<file path="config.mk">
export PLATFORM = sky130hd
export DESIGN_NAME = stream_arbiter
export DESIGN_NICKNAME = d
export VERILOG_FILES = /design/src/rtl/stream_arbiter.sv
export SDC_FILE = /design/constraint.sdc
export NUM_CORES = 1
export LEC_CHECK = 0
export BUFFER_PORTS_ARGS = -buffer_cell sky130_fd_sc_hd__clkbuf_2
export CAP_MARGIN = 20
export CORE_AREA = 2 2 134 136
export DETAILED_ROUTE_END_ITERATION = 8
export DIE_AREA = 0 0 136 138
export PLACE_DENSITY = 0.67
export SLEW_MARGIN = 10
export SYNTH_ARGS = -nofsm -noshare
export SYNTH_HDL_FRONTEND = slang
export SYNTH_SLANG_ARGS = --single-unit
</file>
<file path="constraint.sdc">
create_clock -name i_clk -period 2.9 [get_ports i_clk]
set_clock_uncertainty 0.05 [all_clocks]
set_input_delay 0.435 -clock i_clk [delete_from_list [all_inputs] [get_ports i_clk]]
set_output_delay 0.435 -clock i_clk [all_outputs]
set_load 0.01 [all_outputs]
</file>
<file path="src/rtl/stream_arbiter.sv">
// Packet-level round-robin arbiter merging four AXI-Stream sources into one registered output
// slice, with a mid-packet stall watchdog that forces release of a hung source.
module stream_arbiter #(
    parameter int unsigned DATA_W       = 64,
    parameter int unsigned IDLE_TIMEOUT = 255,
    parameter int unsigned TO_CNT_W     = 8
) (
    input  logic              i_clk,
    input  logic              i_rst,
    input  logic [DATA_W-1:0] i_s_axis_tdata [4],
    input  logic [3:0]        i_s_axis_tvalid,
    input  logic [3:0]        i_s_axis_tlast,
    output logic [3:0]        o_s_axis_tready,
    output logic [DATA_W-1:0] o_m_axis_tdata,
    output logic              o_m_axis_tvalid,
    output logic              o_m_axis_tlast,
    input  logic              i_m_axis_tready,
    output logic [3:0]        o_grant,
    output logic              o_timeout
);

    typedef enum logic [0:0] {
        StIdle,
        StLocked
    } state_e;

    localparam logic [TO_CNT_W-1:0] LP_TIMEOUT = TO_CNT_W'(IDLE_TIMEOUT);
    localparam bit                  LP_WD_EN   = (IDLE_TIMEOUT != 0);

    state_e              r_state,   w_state_d;
    logic [1:0]          r_owner,   w_owner_d;
    logic [1:0]          r_rr_ptr,  w_rr_ptr_d;
    logic [3:0]          r_grant,   w_grant_d;
    logic [TO_CNT_W-1:0] r_wd,      w_wd_d;
    logic                r_timeout, w_timeout_d;

    logic [DATA_W-1:0]   r_m_data,  w_m_data_d;
    logic                r_m_valid, w_m_valid_d;
    logic                r_m_last,  w_m_last_d;

    logic                w_out_free;
    logic                w_src_valid;
    logic                w_src_last;
    logic                w_accept;
    logic                w_req_found;
    logic [1:0]          w_req_idx;
    logic [1:0]          w_scan_idx;

    // Output slice can take a beat when empty or when its current beat leaves this cycle.
    assign w_out_free  = !r_m_valid || i_m_axis_tready;
    assign w_src_valid = i_s_axis_tvalid[r_owner];
    assign w_src_last  = i_s_axis_tlast[r_owner];
    assign w_accept    = (r_state == StLocked) && w_src_valid && w_out_free;

    always_comb begin
        o_s_axis_tready = '0;
        if (r_state == StLocked) begin
            o_s_axis_tready[r_owner] = w_out_free;
        end
    end

    // Rotating-priority scan starting at r_rr_ptr.
    always_comb begin
        w_req_found = 1'b0;
        w_req_idx   = r_rr_ptr;
        w_scan_idx  = r_rr_ptr;
        for (int i = 0; i < 4; i++) begin
            w_scan_idx = r_rr_ptr + 2'(i);
            if (!w_req_found && i_s_axis_tvalid[w_scan_idx]) begin
                w_req_found = 1'b1;
                w_req_idx   = w_scan_idx;
            end
        end
    end

    always_comb begin
        w_state_d   = r_state;
        w_owner_d   = r_owner;
        w_rr_ptr_d  = r_rr_ptr;
        w_grant_d   = r_grant;
        w_wd_d      = r_wd;
        w_timeout_d = 1'b0;
        case (r_state)
            StIdle: begin
                if (w_req_found) begin
                    w_state_d  = StLocked;
                    w_owner_d  = w_req_idx;
                    w_grant_d  = 4'b0001 << w_req_idx;
                    w_rr_ptr_d = w_req_idx + 2'd1;
                    w_wd_d     = '0;
                end
            end
            StLocked: begin
                if (w_accept) begin
                    w_wd_d = '0;
                    if (w_src_last) begin
                        w_state_d = StIdle;
                        w_grant_d = '0;
                    end
                end else if (LP_WD_EN && !w_src_valid) begin
                    // Only source starvation counts; downstream stalls leave the counter alone.
                    w_wd_d = r_wd + TO_CNT_W'(1);
                    if (w_wd_d == LP_TIMEOUT) begin
                        w_state_d   = StIdle;
                        w_grant_d   = '0;
                        w_wd_d      = '0;
                        w_timeout_d = 1'b1;
                    end
                end
            end
            default: begin
                w_state_d = StIdle;
                w_grant_d = '0;
            end
        endcase
    end

    always_comb begin
        w_m_valid_d = r_m_valid;
        w_m_data_d  = r_m_data;
        w_m_last_d  = r_m_last;
        if (w_accept) begin
            w_m_valid_d = 1'b1;
            w_m_data_d  = i_s_axis_tdata[r_owner];
            w_m_last_d  = w_src_last;
        end else if (i_m_axis_tready) begin
            w_m_valid_d = 1'b0;
        end
    end

    always_ff @(posedge i_clk or posedge i_rst) begin
        if (i_rst) begin
            r_state   <= StIdle;
            r_owner   <= '0;
            r_rr_ptr  <= '0;
            r_grant   <= '0;
            r_wd      <= '0;
            r_timeout <= 1'b0;
            r_m_valid <= 1'b0;
            r_m_data  <= '0;
            r_m_last  <= 1'b0;
        end else begin
            r_state   <= w_state_d;
            r_owner   <= w_owner_d;
            r_rr_ptr  <= w_rr_ptr_d;
            r_grant   <= w_grant_d;
            r_wd      <= w_wd_d;
            r_timeout <= w_timeout_d;
            r_m_valid <= w_m_valid_d;
            r_m_data  <= w_m_data_d;
            r_m_last  <= w_m_last_d;
        end
    end

    assign o_m_axis_tdata  = r_m_data;
    assign o_m_axis_tvalid = r_m_valid;
    assign o_m_axis_tlast  = r_m_last;
    assign o_grant         = r_grant;
    assign o_timeout       = r_timeout;

endmodule

</file>
==> impl_metrics.yaml <==
status:
  status: "completed"
die:
  core_area_um2: 17530
  io_pins: 342
  fp.dieW_um: 136
  die_area_um2: 18770
  start_util_pct: 29.25
  num_rows: 49
  fp.dieH_um: 138
logic_synthesis:
  synthCells: 343
  synth_area_leaders: "dfrtp_1 41%, mux4_2 29%, mux2_2 15%"
  yosysWarnings: 0
  postSynthRegisterBits: 84
  synth.distinct_cells: 41
  postSynthAreaPerCell_um2: 14.95
  ys.flop_type: "dfrtp_1"
  async_reset_ff_share_pct: 100.0
  yosysTopAreaCell: "dfrtp_1"
  syn-cell-area_um2: 5129
  synth.net_count: 616
  synth_edf_count: 0
  netlist.area_leader.share_pct: 40.99
  ys_seq_area_share_pct: 40.99
place:
  gp_congestion: 0.7795
  portBuffers: 341
  dp_cells: 894
  dp_hpwl_mm: 12.74
cts:
  clock_sinks: 84
  cts-resized-gates: 0
  clkTransAtPathRegs_ps: 60
  clk_latency_ps: 340
  cts_root_buf: "clkbuf_16"
  ctsHoldBuffers: 0
  cts_max_level: 3
  cts_buffer_depth: 2
  cts_buffers: 9
  cts_setup_buffers: 0
  cts_tree: "done"
worst_setup_path:
  criticalPathCategory: "flip-flop to flip-flop"
  cp_data_arrival_time_ps: 2710
  rrSetupSlack_ps: 360
  cp_max_fo: 10
  worst_setup_path_start_kind: "flip-flop"
  crit_path_end_kind: "flip-flop"
  worstPathRequired_ps: 3070
hold_path:
  hp-class: "primary input to async pin"
timing:
  setup_tns_ps: 0
  timing.fmax_mhz: 393.5
  worstMarginPinSlew_ps: 658.1
  rsz0062_at_grt: "no"
  slew_violations: 0
  timing_hold_violations_final: 0
  post-route-period-util_pct: 87.63
  setup_viol: 0
  slew_headroom_pct: 55.96
  finalCriticalPeriod_ps: 2541
flow_run:
  max_cap_violations: 0
final_layout:
  diodes: 0
  area_delta_synth_final_pct: 45.01
  fin_util_pct: 42.41
  drive_above_1_share_pct: 74.45
  fillerInstances: 1702
  num-nets-final: 949
  final_cells: 910
routing:
  wl_met1_mm: 6.471
  via_per_inst: 4.919
  met3WireLength_mm: 1.070
  routed.top_layer: "met4"
  wl_met2_mm: 8.095
  first_iter_violations: 138
  first_pass_iters: 6
  drtAntennaViolNets: 0
  wire_per_inst_um: 17.45
  vias: 4476
  drcViolationCount: 0
  drt_wl_total_mm: 15.88
power:
  power.leakage_nw: 3.605
  peakVddDrop_mv: 0.6083
  p_per_area_nw_per_um2: 988.9
  finalPower_mw: 7.355
global_routing:
  antenna_found_initial: 0
  grtUsageTotal_pct: 16.73
  first_global_vias: 4581
  grt_pass1_wl_mm: 24.32
  grt_max_degree: 71
  grt_overflow_total: 0
==> where the power goes <==
group	leakage, nW	switching [mW]	internal [mW]	total (mW)
clock network	0.146	0.471	0.694	1.17
registers	1.01	0.318	1.75	2.07
logic	2.45	1.88	2.24	4.12
total	3.60	2.67	4.68	7.35
==> layout by cell type (no fill, tap or decap), types with 2 or more instances in the layout <==
cell       count
a211o_1        2
a21oi_1        4
a221o_1        3
a22o_1         7
and2_1         2
buf_12         4
buf_4          3
clkbuf_16      9
clkbuf_2     341
dfrtp_1       82
dfrtp_4        2
ha_1           6
inv_1          5
mux2_2        70
mux2i_1        2
mux4_2        65
nand2_1        9
nand2b_1       2
nand3_1        7
nor2_1         8
nor2b_1        6
nor3_1         2
nor4b_1        4
o21ai_0        5
o21ai_1        2
o31ai_1        2
or2_2          2
==> layout make-up <==
class                           instances  area [um2]  area share, %
Tap cell                              229       286.5          3.853
Sequential cell                        84        2110          28.36
Multi-Input combinational cell        227        2904          39.05
Inverter                                6       25.02         0.3365
Timing Repair Buffer                  348        1809          24.33
Clock inverter                          5       60.06         0.8075
Clock buffer                           11       242.7          3.264
==> critical path: stages (launching register included) <==
cell,delay (ps)
dfrtp_1,430
ha_1,250
nand3_1,150
or3_4,380
a2111oi_4,640
nor2_2,180
a221o_1,350
==> cell families (layout without fill, tap and decap cells) <==
kind of cell | count (synthesis) | in the layout | synth area share [%]
AOI/OAI and AO/OA | 30 | 30 | 4.636
xor gates and xnor gates | 2 | 2 | 0.3416
adders and majority gates | 6 | 6 | 1.464
buffers and inverters | 32 | 370 | 2.635
DFF | 84 | 84 | 40.99
muxes | 137 | 137 | 44.30
and+or+nand+nor | 52 | 52 | 5.636
==> path summary, 6_finish.rpt <==
| kind | from | to | depth (start not counted) |
|---|---|---|---|
| setup / recovery | r_wd[0] | r_wd[2] | 6 |
| hold / removal | i_rst | o_m_axis_tdata[24] | 2 |
| setup reg to reg | r_wd[0] | r_wd[2] | 6 |
| hold reg to reg | o_grant[2] | o_grant[2] | 1 |
| max in group asynchronous | i_rst | r_owner[0] | 3 |
| min in group i_clk | o_grant[2] | o_grant[2] | 1 |
==> cells in the mapped netlist (2+ instances only) <==
library cell / instances
nor3_1: 2
o31ai_1: 2
buf_2: 12
dfrtp_1: 84
a211o_1: 2
nor4b_1: 4
ha_1: 6
nand2_1: 9
or2_2: 2
a221o_1: 3
nand2b_1: 2
a21oi_1: 4
o21ai_0: 5
a22o_1: 7
clkbuf_1: 10
and2_1: 2
nor2b_1: 6
buf_1: 4
nand3_1: 8
o21ai_1: 2
nor2_1: 8
inv_1: 6
mux2_2: 70
mux2i_1: 2
mux4_2: 65
==> per-layer routing <==
layer / up-vias / track usage, %
met5: - / 0
li1: 2031 / -
met4: 0 / 4.550
met1: 2230 / 20.61
met3: 20 / 3.300
met2: 195 / 29.62
==> flip-flops by register name, summed over array words and instances (netlist names) <==
name             count
r_rr_ptr             2
o_timeout            1
r_state              1
o_grant              4
r_owner              2
o_m_axis_tlast       1
r_wd                 8
o_m_axis_tdata      64
o_m_axis_tvalid      1
==> stage by stage <==
stage	area (um2)	hold slack, ps	worst slack, ps
2_1_floorplan	5129	447.3	249.9
3_3_place_gp	7134	437.6	405.6
3_5_place_dp	7134	432.8	332.1
4_1_cts	7437	106.0	337.4
5_1_grt	7437	136.3	194.7
6_report	7437	97.54	358.8
No activity file was read; power rests on OpenSTA's default activity.
